[config.mk]
export PLATFORM = sky130hd
export DESIGN_NAME = mem_bus_decoder
export DESIGN_NICKNAME = d
export VERILOG_FILES = /design/src/rtl/mem_bus_decoder.sv
export SDC_FILE = /design/constraint.sdc
export NUM_CORES = 1
export LEC_CHECK = 0
export BUFFER_PORTS_ARGS = -buffer_cell sky130_fd_sc_hd__buf_2
export CAP_MARGIN = 30
export CELL_PAD_IN_SITES_DETAIL_PLACEMENT = 0
export CELL_PAD_IN_SITES_GLOBAL_PLACEMENT = 1
export CORE_AREA = 2 2 123 125
export DETAILED_ROUTE_END_ITERATION = 8
export DIE_AREA = 0 0 125 127
export PLACE_DENSITY_LB_ADDON = 0.1
export SLEW_MARGIN = 20
export SYNTH_ARGS = -nofsm -noshare
export SYNTH_HDL_FRONTEND = slang
export SYNTH_SLANG_ARGS = --single-unit
[constraint.sdc]
create_clock -name clk -period 3.7 [get_ports clk]
set_input_delay 0.37 -clock clk [delete_from_list [all_inputs] [get_ports clk]]
set_output_delay 0.37 -clock clk [all_outputs]
set_load 0.005 [all_outputs]
[src/rtl/mem_bus_decoder.sv]
// Address decoder between one master and NR_SLAVES slaves with in-order read tracking,
// void-access handling, a response timeout and sticky error flags.
module mem_bus_decoder #(
  parameter int unsigned                 NR_SLAVES       = 4,
  parameter logic [32*NR_SLAVES-1:0]     SLAVE_BASE      = {32'hf001_0000, 32'hf000_0000,
                                                            32'h0001_0000, 32'h0000_0000},
  parameter logic [32*NR_SLAVES-1:0]     SLAVE_MASK      = {32'hffff_0000, 32'hffff_0000,
                                                            32'hffff_0000, 32'hffff_e000},
  parameter int unsigned                 MAX_OUTSTANDING = 2,
  parameter int unsigned                 TIMEOUT_CYCLES  = 255,
  parameter logic [31:0]                 VOID_RDATA      = 32'h0000_0000
) (
  input  logic                      clk,
  input  logic                      reset,

  input  logic                      m_cmd_valid,
  output logic                      m_cmd_ready,
  input  logic                      m_cmd_wr,
  input  logic [31:0]               m_cmd_addr,
  input  logic [31:0]               m_cmd_wdata,
  input  logic [3:0]                m_cmd_be,
  output logic                      m_rsp_ready,
  output logic [31:0]               m_rsp_rdata,

  output logic [NR_SLAVES-1:0]      s_cmd_valid,
  output logic                      s_cmd_wr,
  output logic [31:0]               s_cmd_addr,
  output logic [31:0]               s_cmd_wdata,
  output logic [3:0]                s_cmd_be,
  input  logic [NR_SLAVES-1:0]      s_cmd_ready,
  input  logic [NR_SLAVES-1:0]      s_rsp_ready,
  input  logic [32*NR_SLAVES-1:0]   s_rsp_rdata,

  output logic                      err_void,
  output logic                      err_timeout,
  output logic                      err_stray
);

  localparam int unsigned          OWNER_W     = $clog2(NR_SLAVES + 1);
  localparam logic [OWNER_W-1:0]   VOID_IDX    = OWNER_W'(NR_SLAVES);
  localparam logic [3:0]           MAX_CNT     = 4'(MAX_OUTSTANDING);
  localparam logic [15:0]          TIMER_LIMIT = 16'(TIMEOUT_CYCLES - 1);
  localparam logic [31:0]          TIMEOUT_RDATA = 32'hdead_beef;

  logic [3:0]           count_q, count_d;
  logic [OWNER_W-1:0]   owner_q, owner_d;
  logic [15:0]          timer_q, timer_d;
  logic                 void_rsp_q, void_rsp_d;
  logic                 err_void_q, err_void_d;
  logic                 err_timeout_q, err_timeout_d;
  logic                 err_stray_q, err_stray_d;

  logic [OWNER_W-1:0]   hit_idx;
  logic [NR_SLAVES-1:0] hit_sel;
  logic                 hit_found;
  logic                 hit_void;
  logic                 sel_cmd_ready;
  logic                 read_ok;
  logic                 issuable;
  logic                 cmd_fire;
  logic                 rd_fire;

  logic [NR_SLAVES-1:0] owner_sel;
  logic [31:0]          owner_rdata;
  logic                 busy;
  logic                 owner_void;
  logic                 slave_rsp;
  logic                 void_rsp;
  logic                 rsp_retire;
  logic                 timeout;
  logic                 retire;
  logic                 stray;

  assign s_cmd_wr    = m_cmd_wr;
  assign s_cmd_addr  = m_cmd_addr;
  assign s_cmd_wdata = m_cmd_wdata;
  assign s_cmd_be    = m_cmd_be;

  // Lowest-index match wins; no match leaves hit_idx at the void index.
  always_comb begin
    hit_idx   = VOID_IDX;
    hit_sel   = '0;
    hit_found = 1'b0;
    for (int i = 0; i < int'(NR_SLAVES); i++) begin
      if (!hit_found &&
          ((m_cmd_addr & SLAVE_MASK[32*i +: 32]) == SLAVE_BASE[32*i +: 32])) begin
        hit_found  = 1'b1;
        hit_idx    = OWNER_W'(i);
        hit_sel[i] = 1'b1;
      end
    end
  end

  assign hit_void      = ~hit_found;
  assign sel_cmd_ready = hit_void | (|(s_cmd_ready & hit_sel));

  assign busy     = (count_q != 4'd0);
  assign read_ok  = (count_q < MAX_CNT) && (!busy || (hit_idx == owner_q));
  assign issuable = m_cmd_wr | read_ok;

  assign s_cmd_valid = (m_cmd_valid && issuable) ? hit_sel : '0;
  assign m_cmd_ready = sel_cmd_ready & issuable;
  assign cmd_fire    = m_cmd_valid & m_cmd_ready;
  assign rd_fire     = cmd_fire & ~m_cmd_wr;

  always_comb begin
    owner_sel   = '0;
    owner_rdata = '0;
    for (int i = 0; i < int'(NR_SLAVES); i++) begin
      if (owner_q == OWNER_W'(i)) begin
        owner_sel[i] = 1'b1;
        owner_rdata  = s_rsp_rdata[32*i +: 32];
      end
    end
  end

  assign owner_void = (owner_q == VOID_IDX);
  assign slave_rsp  = busy & (|(s_rsp_ready & owner_sel));
  assign void_rsp   = busy & owner_void & void_rsp_q;
  assign rsp_retire = slave_rsp | void_rsp;
  // Fire on the cycle the timer would reach the limit, so the timeout lands exactly
  // TIMEOUT_CYCLES cycles after the read was accepted; a real response wins.
  assign timeout    = busy & ~rsp_retire & (timer_q == TIMER_LIMIT);
  assign retire     = rsp_retire | timeout;
  assign stray      = |(s_rsp_ready & ~(busy ? owner_sel : '0));

  assign m_rsp_ready = retire;

  always_comb begin
    m_rsp_rdata = '0;
    if (busy) begin
      if (timeout) begin
        m_rsp_rdata = TIMEOUT_RDATA;
      end else if (owner_void) begin
        m_rsp_rdata = VOID_RDATA;
      end else begin
        m_rsp_rdata = owner_rdata;
      end
    end
  end

  always_comb begin
    count_d = count_q;
    unique case ({rd_fire, retire})
      2'b10:   count_d = count_q + 4'd1;
      2'b01:   count_d = count_q - 4'd1;
      default: count_d = count_q;
    endcase
    owner_d       = rd_fire ? hit_idx : owner_q;
    timer_d       = (!busy || retire) ? 16'd0 : timer_q + 16'd1;
    void_rsp_d    = rd_fire & hit_void;
    err_void_d    = err_void_q | (cmd_fire & hit_void);
    err_timeout_d = err_timeout_q | timeout;
    err_stray_d   = err_stray_q | stray;
  end

  always_ff @(posedge clk) begin
    if (reset) begin
      count_q       <= '0;
      owner_q       <= '0;
      timer_q       <= '0;
      void_rsp_q    <= 1'b0;
      err_void_q    <= 1'b0;
      err_timeout_q <= 1'b0;
      err_stray_q   <= 1'b0;
    end else begin
      count_q       <= count_d;
      owner_q       <= owner_d;
      timer_q       <= timer_d;
      void_rsp_q    <= void_rsp_d;
      err_void_q    <= err_void_d;
      err_timeout_q <= err_timeout_d;
      err_stray_q   <= err_stray_d;
    end
  end

  assign err_void    = err_void_q;
  assign err_timeout = err_timeout_q;
  assign err_stray   = err_stray_q;

endmodule

Word-level counts from Yosys, hierarchy flattened
Index checks and enable logic that the tools add are counted.
{ "totals": {"reg_bits": 27, "inputBits": 208, "output_inout_bits": 110, "word_cells": 90} }
{ "classes": {"addsub": 3, "magnitude_cmp": 1, "n_eq_ne": 11, "mux": 25, "bitwise_logic": 24, "n_reduce_logical": 19} }
{ "op_table": {"columns": ["operator", "n"], "rows": [
  ["32-bit two-way mux", 7],
  ["16-bit == test, second input constant", 2],
  ["32-bit zero test", 1],
  ["16-bit by 1-bit adder with 16-bit output, second input constant", 1],
  ["16-bit by 1-bit == test with 1-bit output, second input constant", 1],
  ["16-bit by 8-bit == test with 1-bit output, second input constant", 1],
  ["4-bit bitwise AND", 3],
  ["3-bit two-way mux", 4],
  ["4-bit OR reduction", 3],
  ["1-bit two-way mux", 11],
  ["1-bit bitwise AND", 10],
  ["4-bit two-way mux", 2],
  ["4-bit one-hot mux with 2 select lines", 1],
  ["1-bit bitwise OR", 7],
  ["3-bit by 2-bit == test with 1-bit output, second input constant", 2],
  ["1-bit logical AND", 5],
  ["4-bit by 1-bit adder with 4-bit output, second input constant", 1],
  ["1-bit zero test", 4],
  ["4-bit by 2-bit < comparator with 1-bit output, second input constant", 1],
  ["4-bit inverter", 1],
  ["4-bit nonzero test", 1],
  ["4-bit by 1-bit subtractor with 4-bit output, second input constant", 1],
  ["3-bit by 1-bit == test with 1-bit output, second input constant", 1],
  ["3-bit == test", 1],
  ["other kinds (8)", 11]
]} }

Longest topological paths before layout
Gate-level depths: netlist of the first run.
{ "depth": {"depth_word": 20, "ltp_mapped": 13} }

Worst setup path after synthesis of the first run
Ideal clock, no wire load.
{ "synth_timing": {"path_kind": "input to register", "startpoint": "input port m_cmd_addr[28]", "endpoint": "register count_q[3]", "arrival_ns": 3.352, "required_ns": 3.630, "setup_slack_ns": 0.277, "cell_stages": 13, "cell_sequence": "nor4_1 > o21ai_1 > nand2_1 > mux2i_1 > nor2_1 > or4_1 > ha_1 > ha_1 > a21o_1 > a21oi_1 > xnor2_1 > or3_1 > a21oi_1"} }
{ "synth_between": {"elab_chain_len": 20} }
{ "synth_rtl": {"columns": ["item", "line_no", "text"], "rows": [
  ["start, declared", "19", "input logic [31:0] m_cmd_addr,"],
  ["32-bit zero test", "86", "((m_cmd_addr & SLAVE_MASK[32*i +: 32]) == SLAVE_BASE[32*i +: 32])) begin"],
  ["1-bit two-way mux", "85", "if (!hit_found &&"],
  ["1-bit zero test", "85", null],
  ["1-bit logical AND", "85", null],
  ["1-bit two-way mux", "85", null],
  ["1-bit zero test", "85", null],
  ["1-bit logical AND", "85", null],
  ["1-bit two-way mux", "85", null],
  ["[... 4 more ...]", null, null],
  ["1-bit logical OR", "98", "assign read_ok = (count_q < MAX_CNT) && (!busy || (hit_idx == owner_q));"],
  ["1-bit logical AND", "98", null],
  ["1-bit bitwise OR", "99", "assign issuable = m_cmd_wr | read_ok;"],
  ["1-bit bitwise AND *", "102", "assign m_cmd_ready = sel_cmd_ready & issuable;"],
  ["1-bit bitwise AND *", "103", "assign cmd_fire = m_cmd_valid & m_cmd_ready;"],
  ["1-bit bitwise AND *", "104", "assign rd_fire = cmd_fire & ~m_cmd_wr;"],
  ["2-bit by 1-bit == test with 1-bit output / 2-bit == test (equally long branches)", "144", "unique case ({rd_fire, retire})"],
  ["4-bit one-hot mux with 2 select lines / 2-bit nonzero test (equally long branches)", null, null],
  ["end signal, assigned", "167", "count_q <= count_d;"],
  ["end, declared", "45", "logic [3:0] count_q, count_d;"]
]} }
Every way passes the cells marked *; elsewhere a longest branch is shown, timed or not.
A chain may end at the register's enable or synchronous reset.

Worst setup path after layout of the first run
{ "layout_timing": {"startpoint": "register count_q[1]", "endpoint": "register count_q[3]"} }
{ "layout_between": {"elab_chain_len": 10} }
{ "layout_rtl": {"columns": ["item"], "rows": [
  ["branches (longest 10 deep; another with 4-bit by 2-bit < comparator with 1-bit output)"]
]} }
Parallel ways; which one is timed is not known.

==> results of run 1 <==
-- registers in the layout, summed over array words and instances, names as in the netlist --
name / flops
timer_q: 16
count_q: 4
owner_q: 3
err_stray: 1
err_timeout: 1
err_void: 1
void_rsp_q: 1
-- final timing paths --
kind,endpoint,slack [ns]
setup reg to reg,count_q[3],0.30
setup / recovery,count_q[3],0.30
hold / removal,err_stray,0.40
hold reg to reg,err_timeout,0.44
-- area by class of cell --
| class | count | share of cell area, % |
|---|---|---|
| Clock inverter | 1 | 0.121 |
| Sequential cell | 27 | 13.1 |
| Clock buffer | 3 | 1.82 |
| Antenna cell | 1 | 0.0605 |
| Inverter | 7 | 0.636 |
| Tap cell | 184 | 5.57 |
| Multi-Input combinational cell | 284 | 49.8 |
| Timing Repair Buffer | 232 | 28.9 |
-- cell usage after synthesis (9+ instances only) --
| cell | instances | area [um2] |
|---|---|---|
| o221ai_1 | 20 | 175 |
| mux4_2 | 9 | 203 |
| nand3_1 | 10 | 50.1 |
| nand2b_1 | 11 | 68.8 |
| a211o_1 | 20 | 175 |
| xor2_1 | 12 | 105 |
| nor2b_1 | 26 | 163 |
| nor2_1 | 29 | 109 |
| clkbuf_1 | 21 | 78.8 |
| dfxtp_1 | 27 | 541 |
| buf_4 | 69 | 518 |
| o21ai_0 | 26 | 130 |
| nand2_1 | 13 | 48.8 |
| a21oi_1 | 16 | 80.1 |
-- cells by family after synthesis --
kind of cell / share of synthesized area (%)
adder cells (fa/ha/maj): 2.55
AO/OA/AOI/OAI: 24.1
multiplexers: 8.41
buffers and inverters: 19.8
AND/OR/NAND/NOR: 24.1
XOR/XNOR: 4.32
flip-flops: 16.7
-- per-stage QoR --
step           util (%)  cells  hold slack [ns]  setup WS, ns  area (um2)
2_1_floorplan         -    413            0.437         0.277        3240
6_report           28.7    739            0.405         0.297        4130
5_1_grt            28.7    739            0.417        0.0695        4130
3_3_place_gp       28.1    734            0.434        0.0951        4050
3_5_place_dp       28.1    734            0.438        0.0382        4050
4_1_cts            28.6    738            0.404         0.275        4130
-- power groups by stage --
stage / Combinational (W) / Clock [W] / Sequential [W]
final: 0.000797 / 0.000254 / 0.000337
after global routing: 0.000898 / 0.000273 / 0.000343
after CTS: 0.000818 / 0.000264 / 0.000338
after detailed placement: 0.000811 / 0 / 0.000344
after global placement: 0.000827 / 0 / 0.000346
after floorplan: 0.000469 / 0 / 0.000339
-- metal layers --
layer	track usage (%)	share of wire [%]	vias to the layer above
met2	27.6	52	134
li1	-	-	1734
met3	3.85	7.1	26
met5	0	0	-
met1	17.4	39	1630
met4	4.44	1.6	0
-- worst max-delay path, stage by stage (launching register included) --
cell     delay, ns
dfxtp_1       0.35
or3_1         0.39
or3_1         0.39
mux2i_1       0.21
nor2_1        0.07
or4_1         0.53
ha_1          0.23
ha_1          0.28
a21o_1        0.18
a21oi_1       0.18
xnor2_1       0.09
or3_1         0.30
a21oi_1       0.14
==> impl_metrics.py, run 1 <==
metrics = {
    "run_status": {
        "status": "finished, final reports clean",
    },
    "cells_and_area": {
        "multi_input_area_um2": 2060,
        "final_common_cell": "buf_2",
        "nets": 769,
        "most-common-layout-cells": "219 x buf_2, 29 x nor2_1, 26 x nor2b_1, 26 x o21ai_0, 25 x dfxtp_1",
        "regArea_um2": 543,
        "areaGrowthSynthToFinish_pct": 27.5,
        "layout-drive-gt1-share_pct": 46.0,
        "fillCellCount": 1635,
    },
    "placement": {
        "dpl.hpwl_mm": 10.3,
        "place.gp.congestion": 0.827,
        "portBuffers": 219,
    },
    "power": {
        "finalPower_w": 0.00139,
        "p_sw_share_pct": 41.6,
        "power_density_nw_per_um2": 336,
        "power_leakage_nw": 1.93,
        "power.share.combinational_pct": 57.4,
        "seqPwrFrac_pct": 24.3,
        "p_int_w": 0.000811,
        "pwr-share-clk_pct": 18.3,
        "vdd_drop_max_uv": 161,
        "switching_power_w": 0.000577,
    },
    "critical_path": {
        "start_kind": "register",
        "endpoint_kind": "register",
        "crit_arrival_ns": 3.60,
        "cp.required_ns": 3.90,
        "reg2regPathDepth": 12,
        "crit_type": "reg -> reg",
        "reg2reg_from": "count_q[1]",
        "startpoint": "count_q[1]",
        "worst-path-max-fanout": 5,
    },
    "synth": {
        "postSynthCellCount": 413,
        "seq_area_frac_synth_pct": 16.7,
        "syn_avg_cell_area_um2": 7.85,
        "ys_async_sr_fraction_pct": 0,
        "ys.flop_type": "dfxtp_1",
        "yosys_warnings": 0,
        "ys_ff_latch": 27,
        "synth_nets": 627,
        "yosys.cell_types.count": 51,
        "syn_area_um2": 3240,
        "synth_edf_count": 0,
    },
    "timing": {
        "clock_skew_ns": 0.00536,
        "fmax_ghz": 0.294,
        "setup_viol": 0,
        "slew_headroom_pct": 55.0,
        "tightest_slew_ns": 0.667,
        "rsz0062_at_grt": "no",
        "finalCriticalPeriod_ns": 3.40,
        "slew_violations": 0,
        "setup_tns_ns": 0,
        "fin_crit_sh_pct": 92.0,
        "hold_violations": 0,
    },
    "clock_tree": {
        "cts_setup_buffers": 0,
        "clkTransAtPathRegs_ns": 0.07,
        "cts_tree": "yes",
        "clockBufferDepth": 2,
        "numCtsBuffers": 3,
        "clk_latency_ns": 0.27,
        "cts_sinks": 27,
        "cts_resized": 0,
        "cts-htree-levels": 1,
        "cts_root_buf": "clkbuf_16",
        "holdBufCountCts": 0,
    },
    "global_routing": {
        "antenna_found_initial": 1,
        "grt_pass1_vias": 3649,
        "grtUsageTotal_pct": 15.1,
        "grt_max_degree": 36,
        "grt_overflow_total": 0,
        "grt_pass1_wl_mm": 19.5,
    },
    "drt": {
        "vias": 3524,
        "via_per_inst": 4.77,
        "route.detailed.drc": 0,
        "postRouteAntennaNets": 0,
        "drt_iter0_drc": 132,
        "dr.pass1.iters": 4,
        "wl_per_cell_um": 17.1,
        "drt_wl_total_mm": 12.6,
    },
    "die": {
        "core_um2": 14400,
        "rows": 44,
        "dieArea_um2": 15900,
        "start_util_pct": 22.5,
        "io_pins": 318,
        "die_h_um": 127,
        "die_x_um": 125,
    },
    "worst_hold_path": {
        "hold_class": "in -> reg",
        "worstHoldStart": "s_rsp_ready[0]",
        "hold_path_depth": 3,
    },
    "flow_run": {
        "cap_violations": 0,
    },
}
Power figures use the tool's default switching activity.
==> run 2, diff against run 1 <==
--- a/config.mk
+++ b/config.mk
@@ -10,6 +10,7 @@
 export CELL_PAD_IN_SITES_DETAIL_PLACEMENT = 0
 export CELL_PAD_IN_SITES_GLOBAL_PLACEMENT = 1
 export CORE_AREA = 2 2 123 125
+export CTS_BUF_LIST = sky130_fd_sc_hd__clkbuf_4
 export DETAILED_ROUTE_END_ITERATION = 8
 export DIE_AREA = 0 0 125 127
 export PLACE_DENSITY_LB_ADDON = 0.1
==> run 2 against run 1 <==
Compared with the run above: setup slack got worse by 0.017 ns; via count is 0.34% higher; critical path type unchanged; clock power fell by 46%; largest cell class unchanged; clock skew is 0.0077 ns higher.
==> impl_metrics.py, run 2 (synthesized netlist as in run 1, its figures left out) <==
metrics = {
    "run_status": {
        "status": "finished, final reports clean",
    },
    "placement": {
        "portBuffers": 219,
        "dpl.hpwl_mm": 10.3,
        "place.gp.congestion": 0.827,
    },
    "timing": {
        "finalCriticalPeriod_ns": 3.42,
        "clock_skew_ns": 0.0131,
        "slew_violations": 0,
        "fin_crit_sh_pct": 92.4,
        "setup_viol": 0,
        "rsz0062_at_grt": "no",
        "slew_headroom_pct": 55.2,
        "timing.hold.ws_ns": 0.324,
        "tightest_slew_ns": 0.664,
        "setup_tns_ns": 0,
        "hold_violations": 0,
        "fmax_ghz": 0.292,
    },
    "cells_and_area": {
        "layout-drive-gt1-share_pct": 46.0,
        "final_common_cell": "buf_2",
        "reg.largest.list": "timer_q x16, count_q x4, owner_q x3",
        "most-common-layout-cells": "219 x buf_2, 29 x nor2_1, 26 x nor2b_1, 26 x o21ai_0, 25 x dfxtp_1",
        "nets": 769,
        "fillCellCount": 1644,
        "areaGrowthSynthToFinish_pct": 26.0,
        "regMostFlops": "timer_q",
        "regArea_um2": 543,
        "largest_reg_flops": 16,
        "fin_util_pct": 28.3,
        "multi_input_area_um2": 2060,
    },
    "global_routing": {
        "grt_max_degree": 36,
        "grt_pass1_wl_mm": 19.4,
        "grtUsageTotal_pct": 15.0,
        "grt_pass1_vias": 3645,
        "grt_overflow_total": 0,
        "antenna_found_initial": 2,
    },
    "flow_run": {
        "cap_violations": 0,
    },
    "clock_tree": {
        "cts_sinks": 27,
        "clockBufferDepth": 2,
        "cts_root_buf": "clkbuf_4",
        "holdBufCountCts": 0,
        "clkTransAtPathRegs_ns": 0.17,
        "clk_latency_ns": 0.33,
        "cts_setup_buffers": 0,
        "cts_resized": 0,
        "cts-htree-levels": 1,
        "cts_tree": "yes",
        "numCtsBuffers": 3,
    },
    "drt": {
        "wl_per_cell_um": 17.0,
        "via_per_inst": 4.78,
        "postRouteAntennaNets": 0,
        "drt_wl_total_mm": 12.6,
        "route.detailed.drc": 0,
        "vias": 3536,
        "dr.pass1.iters": 4,
        "drt_iter0_drc": 132,
    },
    "die": {
        "io_pins": 318,
        "die_x_um": 125,
        "core_um2": 14400,
        "start_util_pct": 22.5,
        "dieArea_um2": 15900,
        "rows": 44,
        "die_h_um": 127,
    },
    "critical_path": {
        "cp_common_cell": "or3_1",
        "path_cells": "or3_1 > or3_1 > mux2i_1 > nor2_1 > or4_1 > ha_1 > ha_1 > a21o_1 > a21oi_1 > xnor2_1 > or3_1 > a21oi_1",
        "crit_type": "reg -> reg",
        "endpoint_kind": "register",
        "crit_slowest_cell": "or4_1",
        "start_kind": "register",
        "crit_arrival_ns": 3.69,
        "worst-path-max-fanout": 5,
        "cp.required_ns": 3.97,
        "worst_path_largest_cell_delay_ns": 0.53,
        "crit_buf_inv": 0,
        "cp_top_family": "simple AND/OR/NAND/NOR gates",
    },
    "power": {
        "power_leakage_nw": 1.90,
        "power_density_nw_per_um2": 311,
        "vdd_drop_max_uv": 127,
    },
    "worst_hold_path": {
        "hold_class": "in -> reg",
    },
}
## run 2: cell types whose count changed in the layout (fill, tap and decap cells not counted), sizes merged
cell   change
diode      +1
## run 2: tightest hold or removal path: stages
cell       delay (ns)
buf_2            0.13
o2111ai_1        0.08
o21ai_1          0.06
## run 2: path summary, 6_finish.rpt
path | startpoint | to | slack (ns) | cells after the start
worst max-delay path | count_q[1] | count_q[3] | 0.28 | 12
worst min-delay path | m_cmd_valid | owner_q[2] | 0.32 | 3
worst max register to register | count_q[1] | count_q[3] | 0.28 | 12
worst min register to register | err_timeout | err_timeout | 0.45 | 2
## run 2: power breakdown
group | total (W) | internal, W | switching, W
combinational | 0.000796 | 0.000351 | 0.000445
sequential | 0.000338 | 0.000315 | 0.0000230
clock | 0.000136 | 0.0000405 | 0.0000959
total | 0.00127 | 0.000706 | 0.000564
## run 2: area by class of cell
cell class | count | area share (%)
clock buffers | 3 | 0.551
flip-flops and latches | 27 | 13.3
repair buffers | 232 | 29.2
multi-input cells | 284 | 50.4
inverters | 7 | 0.643
diodes | 2 | 0.123
clock inverters | 1 | 0.123
well taps | 184 | 5.64
## run 2: metal layers
| metal | part of all wire, % | routed length [um] | track usage [%] |
|---|---|---|---|
| met5 | 0 | 0 | 0 |
| met4 | 1.5 | 185 | 4.05 |
| met3 | 7.1 | 898 | 3.73 |
| met2 | 52 | 6600 | 27.6 |
| met1 | 39 | 4890 | 17.4 |
## run 2: through the flow
stage	cells	setup WS (ns)	total power (W)	area, um2
6_report	740	0.280	0.00127	4080
4_1_cts	738	0.258	0.00130	4080
5_1_grt	740	0.0932	0.00140	4080
2_1_floorplan	413	0.277	0.000808	3240
3_5_place_dp	734	0.0382	0.00116	4050
3_3_place_gp	734	0.0951	0.00117	4050
